<file path="config.mk">
export PLATFORM = sky130hd
export DESIGN_NAME = x_rr_arbiter_hs
export DESIGN_NICKNAME = d
export VERILOG_FILES = /design/src/rtl/x_arb_pkg.sv /design/src/rtl/lsb_priority_arb.sv /design/src/rtl/x_rr_arbiter_hs.sv
export SDC_FILE = /design/constraint.sdc
export NUM_CORES = 1
export LEC_CHECK = 0
export BUFFER_PORTS_ARGS = -buffer_cell sky130_fd_sc_hd__buf_2
export CAP_MARGIN = 20
export CORE_MARGIN = 10
export CORE_UTILIZATION = 29
export CTS_BUF_LIST = sky130_fd_sc_hd__clkbuf_2 sky130_fd_sc_hd__clkbuf_4 sky130_fd_sc_hd__clkbuf_8
export CTS_CLUSTER_SIZE = 25
export DETAILED_ROUTE_END_ITERATION = 8
export HOLD_SLACK_MARGIN = 0.15
export SLEW_MARGIN = 20
export SYNTH_ARGS = -nofsm -noshare
export SYNTH_HDL_FRONTEND = slang
export SYNTH_SLANG_ARGS = --single-unit
</file>
<file path="constraint.sdc">
create_clock -name clk_i -period 7.85 [get_ports clk_i]
set_input_delay 1.1775 -clock clk_i [delete_from_list [all_inputs] [get_ports clk_i]]
set_output_delay 1.1775 -clock clk_i [all_outputs]
set_load 0.01 [all_outputs]
</file>
<file path="src/rtl/x_arb_pkg.sv">
// rtl/x_arb_pkg.sv - shared FSM state type and one-hot decode helper for the round-robin arbiter
package x_arb_pkg;

  typedef enum logic {
    IDLE  = 1'b0,
    GRANT = 1'b1
  } arb_state_e;

  // Sized for the widest supported arbiter; callers zero-extend and truncate.
  function automatic logic [5:0] onehot_to_idx(input logic [63:0] oh);
    logic [5:0] idx;
    idx = '0;
    for (int i = 0; i < 64; i++) begin
      if (oh[i]) idx = idx | 6'(i);
    end
    return idx;
  endfunction

endpackage

</file>
<file path="src/rtl/lsb_priority_arb.sv">
// rtl/lsb_priority_arb.sv - combinational lowest-index-wins priority selector
module lsb_priority_arb #(
  parameter int WIDTH = 8
) (
  input  logic [WIDTH-1:0] req_i,
  output logic [WIDTH-1:0] gnt_o
);

  // Two's-complement isolates the lowest set bit.
  assign gnt_o = req_i & (~req_i + WIDTH'(1));

endmodule

</file>
<file path="src/rtl/x_rr_arbiter_hs.sv">
// rtl/x_rr_arbiter_hs.sv - masked round-robin arbiter with registered grant and ack handshake
import x_arb_pkg::*;

module x_rr_arbiter_hs #(
  parameter int ROWS    = 8,
  parameter int X_WIDTH = $clog2(ROWS)
) (
  input  logic               clk_i,
  input  logic               reset_i,
  input  logic               enable_i,
  input  logic               refresh_i,
  input  logic               fixed_pri_i,
  input  logic [ROWS-1:0]    req_i,
  input  logic               ack_i,
  output logic [ROWS-1:0]    gnt_o,
  output logic               gnt_valid_o,
  output logic [X_WIDTH-1:0] xadd_o,
  output logic               grp_release_o
);

  arb_state_e         state_q;
  logic [ROWS-1:0]    mask_q;
  logic [ROWS-1:0]    gnt_q;
  logic [X_WIDTH-1:0] xadd_q;
  logic               gnt_valid_q;
  logic               grp_release_q;

  logic [ROWS-1:0]    mask_req;
  logic [ROWS-1:0]    masked_gnt;
  logic [ROWS-1:0]    raw_gnt;
  logic [ROWS-1:0]    cand;
  logic [X_WIDTH-1:0] cand_idx;
  logic [X_WIDTH:0]   shamt;
  logic [ROWS-1:0]    mask_d;
  logic               unmasked;
  logic               issue;

  assign mask_req = req_i & mask_q;

  lsb_priority_arb #(.WIDTH(ROWS)) u_masked_arb (
    .req_i (mask_req),
    .gnt_o (masked_gnt)
  );

  lsb_priority_arb #(.WIDTH(ROWS)) u_raw_arb (
    .req_i (req_i),
    .gnt_o (raw_gnt)
  );

  always_comb begin
    unmasked = (mask_req == '0);
    cand     = (fixed_pri_i || unmasked) ? raw_gnt : masked_gnt;
    cand_idx = X_WIDTH'(onehot_to_idx(64'(cand)));
    // Extra bit lets the shift reach ROWS, emptying the mask after the top row.
    shamt    = {1'b0, cand_idx} + (X_WIDTH+1)'(1);
    mask_d   = {ROWS{1'b1}} << shamt;
    issue    = enable_i && (req_i != '0) && ((state_q == IDLE) || ack_i);
  end

  always_ff @(posedge clk_i) begin
    if (reset_i) begin
      state_q       <= IDLE;
      mask_q        <= '1;
      gnt_q         <= '0;
      xadd_q        <= '0;
      gnt_valid_q   <= 1'b0;
      grp_release_q <= 1'b0;
    end else begin
      grp_release_q <= 1'b0;
      if (issue) begin
        state_q       <= GRANT;
        gnt_q         <= cand;
        xadd_q        <= cand_idx;
        gnt_valid_q   <= 1'b1;
        grp_release_q <= !fixed_pri_i && unmasked;
        if (!fixed_pri_i) mask_q <= mask_d;
      end else if ((state_q == GRANT) && ack_i) begin
        state_q     <= IDLE;
        gnt_q       <= '0;
        xadd_q      <= '0;
        gnt_valid_q <= 1'b0;
      end
      if (refresh_i) mask_q <= '1;
    end
  end

  assign gnt_o         = gnt_q;
  assign xadd_o        = xadd_q;
  assign gnt_valid_o   = gnt_valid_q;
  assign grp_release_o = grp_release_q;

endmodule

</file>
==> run metrics, run 1 <==
first-pass GRT wire length=6.32 mm; Hold WC Path Type=reg2reg; leakage power total=0.659 nW; Final Net Count=204; peak supply drop=0.0713 mV; dpl hpwl=2.92 mm; die area=0.00781 sq mm; commonest non-fill, non-tap cell in the layout=buf_2; Worst R2R Path Depth=9; reg-to-reg critical path endpoint=mask_q[4]; # Max-Cap Violations=0; Yosys top cell area share=31.0%; final std cells w/o fill=238; Slowest cell on crit path=a222oi_1; number of warnings issued by yosys=0; Die Wd=88.4 microns; largest net degree at the start of global routing=17; RSZ-0062 raised after global routing=false; pwr dens=156 mW/mm^2; Crit. End Element=flip-flop; Worst Setup EP=mask_q[4]; Synth Register Bits=21; DRC marker count from the first detailed-route iteration=108; relative slew slack=32.7%; Setup TNS=0 ns; Seq/Total Area, Yosys=31.0%; initial antenna violation count=0; total power=0.240 mW; Setup-failing EPs final=0; async set-or-reset flop fraction in the synthesized netlist=0%; crit path from=req_i[2]; Post-Syn Instances=166; CTS tree=done; Routed wire per std cell=15.8 microns; fin crit share=48.8%; vias=1338; H-tree depth=1; clock-pin slew on the worst setup and hold paths=0.07 ns; CTS Buf Count=3; Mapped Area=0.00136 sq mm; Post-Syn Nets=183; vias in the first global route=1290; crit path kind=in2reg; Fmax=0.261 GHz; DR DRC count=0; status=complete, no violations; Placer Congestion=0.831; grt total ovfl=0; share of layout cells above drive strength 1=23.7%; WHS Path Cells=2; Post-DRT Antenna Nets=0; clk root buf=clkbuf_8; total track usage=9.98%; DIE HEIGHT=88.4 microns; row cnt=24; CP max FO=8; initial core utilization=30.5%; PortBufs=26; CTS sink count=21; Post-synth EDFFs=0; crit-path max cell delay=0.89 ns; worst r2r src=mask_q[1]; minimum clock period after layout=3.83 ns; area of the multi-input gates=843 sq um; clock buffer depth=2; Netlist cell types=49; Slew Limit Fails=0; Post-CTS Setup Inserts=0; drt total wl=3.76 mm; final hold vios=0; WP data required=8.05 ns; Reg2Reg Setup Slack=4.75 ns; drt pass-1 iters=5; Final WS setup=4.02 ns; n_diodes=0; Setup crit start kind=primary input; leading area contributor after synthesis=dfxtp_1; syn_area_per_cell=8.17 sq um; Top FF cell, synth=dfxtp_1; synthesis-to-finish area growth=13.4%; fillers=473; core region area=0.00444 sq mm; vias per cell=5.62; I/O pins=27; Synth area leaders=dfxtp_1 31%, nand2_1 4.4%, a22oi_1 3.9%; post-cts hold buffer count=0; commonest non-fill, non-tap cells in the layout=26 x buf_2, 21 x dfxtp_1, 16 x nand2_1; crit path cell chain=buf_2, a222oi_1, a31oi_1, o32a_1, or2_2, ha_1, inv_1, a2111oi_0, mux2_2, a21oi_1; PostCTS Resize Cnt=0; Placement Setup Slack=3.80 ns; placed cell count=234; critical path arrival=4.03 ns; skew final=0.00227 ns; FF/Latch Area=420 sq um; Slew @ Worst Pin=1.01 ns; worst skew pair latency=0.26 ns
## cell type report
| cell class | instances | area share, % |
|---|---|---|
| multi-input combinational | 127 | 54.8 |
| tap | 52 | 4.23 |
| sequential | 21 | 27.3 |
| inverter | 8 | 1.95 |
| clock buffer | 4 | 3.17 |
| timing repair buffer | 26 | 8.46 |
## worst min path at each step
stage	startpoint	endpoint	slack, ns
finish	xadd_o[0]	xadd_o[0]	0.46
global route	gnt_o[1]	gnt_o[1]	0.47
CTS	gnt_o[0]	gnt_o[0]	0.46
detailed placement	gnt_o[1]	gnt_o[1]	0.45
global placement	gnt_o[0]	gnt_o[0]	0.45
floorplan	mask_q[7]	mask_q[7]	0.45
## registers in the layout, indices dropped and copies added, names as in the netlist
name           cells
mask_q             8
gnt_valid_o        1
xadd_o             3
grp_release_o      1
gnt_o              8
## logic make-up after synthesis
family                     Yosys count  synth area share [%]
and+or+nand+nor                     69                  26.3
AOI/OAI and AO/OA                   48                  27.4
DFF                                 21                  31.0
buffers and inverters               18                  6.83
muxes                                6                  4.52
adders and majority gates            3                  2.77
xor gates and xnor gates             1                  1.20
## report_power, final
| group | total (mW) | switching (mW) | leakage (nW) | internal (mW) |
|---|---|---|---|---|
| Clock | 0.0739 | 0.0342 | 0.0262 | 0.0396 |
| Combinational | 0.0531 | 0.0331 | 0.462 | 0.0200 |
| Sequential | 0.113 | 0.00305 | 0.171 | 0.110 |
| Total | 0.240 | 0.0704 | 0.659 | 0.170 |
## critical path, delay by kind of cell
| family | cells | cell delay [ns] |
|---|---|---|
| AOI/OAI and AO/OA | 5 | 1.73 |
| adders and majority gates | 1 | 0.23 |
| buffers and inverters | 2 | 0.30 |
| muxes | 1 | 0.27 |
| and+or+nand+nor | 1 | 0.32 |
## metal layers
layer	global-route usage, %	share of wire, %
met5	0	0
met4	3.23	1.5
met3	2.39	7.7
met2	14.7	41
met1	13.9	50
## synthesized netlist by cell type (2+ instances only)
library cell / count
mux2i_1: 5
a222oi_1: 2
nand3_1: 10
nand4_1: 6
buf_6: 3
o2111ai_1: 2
a2111oi_0: 2
or2_2: 5
a31oi_1: 2
ha_1: 3
buf_2: 2
nand2_1: 16
clkbuf_1: 5
inv_1: 8
nand2b_2: 2
nor2b_1: 3
dfxtp_1: 21
nand2b_1: 2
nor2_1: 13
a21oi_1: 10
nor3_1: 4
a22oi_1: 7
o21ai_0: 5
o311ai_1: 2
and3_1: 2
## stage by stage
stage	cell area (sq um)	hold WS, ns	utilization, %
global route	1540	0.473	34.6
finish	1540	0.458	34.6
detailed placement	1490	0.448	33.5
CTS	1540	0.460	34.6
global placement	1490	0.445	33.5
floorplan	1360	0.454	-
Power figures use the tool's default switching activity.
==> run 2, diff against run 1 <==
clock period = 3.43 ns   (was 7.85 ns; I/O delays follow)
==> run 2 against run 1 <==
Effect of this change:
- flip-flop and latch count is the same
- register-to-register slack got worse by 3.9 ns
- die area stayed put
- design area grew 2.8%
- first-iteration DRC count is 43% lower
- sequential power rose by 130%
- worst hold slack improved by 0.0045 ns
- power up 130%
- largest cell class unchanged
- via count is 1.7% higher
- cell count increased by 2.5%
- combinational power grew 140%
- utilization up 0.96 points
==> run metrics, run 2 (synthesis results as in run 1) <==
H-tree depth=1; DR DRC count=0; Slew @ Worst Pin=0.689 ns; Post-CTS Setup Inserts=0; grt total ovfl=0; relative slew slack=53.9%; PostCTS Resize Cnt=0; vias=1361; Crit. End Element=flip-flop; DIE HEIGHT=88.4 microns; CTS sink count=21; CTS Buf Count=3; Final Net Count=210; leakage power total=0.689 nW; Placer Congestion=0.894; die area=0.00781 sq mm; clk root buf=clkbuf_8; Worst R2R Path Depth=10; CP max FO=6; largest net degree at the start of global routing=17; final hold vios=0; first-pass GRT wire length=6.40 mm; clock-pin slew on the worst setup and hold paths=0.08 ns; row cnt=24; DRC marker count from the first detailed-route iteration=62; core region area=0.00444 sq mm; CTS tree=done; total power=0.557 mW; share of layout cells above drive strength 1=26.0%; vias per cell=5.58; Post-DRT Antenna Nets=0; skew final=0.00131 ns; I/O pins=27; clock buffer depth=2; WP data required=3.59 ns; Hold Slack=0.462 ns; # Max-Cap Violations=0; WHS Path Cells=2; worst skew pair latency=0.27 ns; fin crit share=74.4%; synthesis-to-finish area growth=16.5%; Setup TNS=0 ns; minimum clock period after layout=2.55 ns; dpl hpwl=3.02 mm; drt pass-1 iters=4; Routed wire per std cell=16.0 microns; Hold WC Path Type=reg2reg; commonest non-fill, non-tap cells in the layout=26 x buf_2, 21 x dfxtp_1, 16 x nand2_1; Cell Area, Placed=0.00153 sq mm; initial core utilization=30.5%; PortBufs=26; status=complete, no violations; initial antenna violation count=0; commonest non-fill, non-tap cell in the layout=buf_2; crit path kind=in2reg; peak supply drop=0.177 mV; fillers=491; critical path arrival=2.71 ns; Setup crit start kind=primary input; pwr dens=352 mW/mm^2; Slew Limit Fails=0; Final Instance Area=0.00158 sq mm; Fmax=0.392 GHz; Die Wd=88.4 microns; RSZ-0062 raised after global routing=false; n_diodes=0; vias in the first global route=1278; post-cts hold buffer count=0; Setup-failing EPs final=0; total track usage=10.2%; drt total wl=3.90 mm
## run 2: changes by cell type in the layout (fill, tap and decap cells not counted), sizes merged
cell and delta:
clkinv +1, buf +6, clkbuf -1
## run 2: critical path: stages
cell and delay (ns):
buf_2 0.13, a222oi_1 0.33, buf_4 0.20, a41o_1 0.18, a32o_1 0.22, a21o_1 0.22, ha_1 0.25, inv_1 0.12
a2111oi_0 0.29, mux2_2 0.22, a21oi_1 0.04
## run 2: power by group
part | total (mW) | switching (mW) | internal, mW
sequential | 0.259 | 0.00703 | 0.252
combinational | 0.129 | 0.0786 | 0.0509
clock | 0.168 | 0.0864 | 0.0813
total | 0.557 | 0.172 | 0.385
## run 2: layout make-up
cell class / instances / area (sq um) / share of cell area (%)
Clock buffer: 3 / 41.3 / 2.61
Timing Repair Buffer: 32 / 175 / 11.1
Multi-Input combinational cell: 127 / 843 / 53.4
Clock inverter: 1 / 5.00 / 0.317
Tap cell: 52 / 65.1 / 4.12
Inverter: 8 / 30.0 / 1.90
Sequential cell: 21 / 420 / 26.6
## run 2: worst paths after layout
check             from   endpoint  slack, ns
min reg2reg   gnt_o[1]   gnt_o[1]       0.46
max reg2reg  mask_q[6]  mask_q[4]       0.90
min           gnt_o[1]   gnt_o[1]       0.46
max           req_i[5]  mask_q[4]       0.88
## run 2: layer usage
layer	global-route usage [%]	routed length [microns]	up-vias
met5	0	0	-
met4	4.55	78	0
met3	3.03	300	9
met2	14.1	1590	45
met1	14.2	1930	625
li1	-	-	682
## run 2: per-stage QoR
| step | cells | setup slack (ns) | utilization [%] |
|---|---|---|---|
| after floorplan | 166 | 0.436 | - |
| after global placement | 240 | 0.652 | 34.5 |
| after detailed placement | 240 | 0.629 | 34.5 |
| after CTS | 244 | 0.854 | 35.6 |
| after global routing | 244 | 0.597 | 35.6 |
| final | 244 | 0.879 | 35.6 |
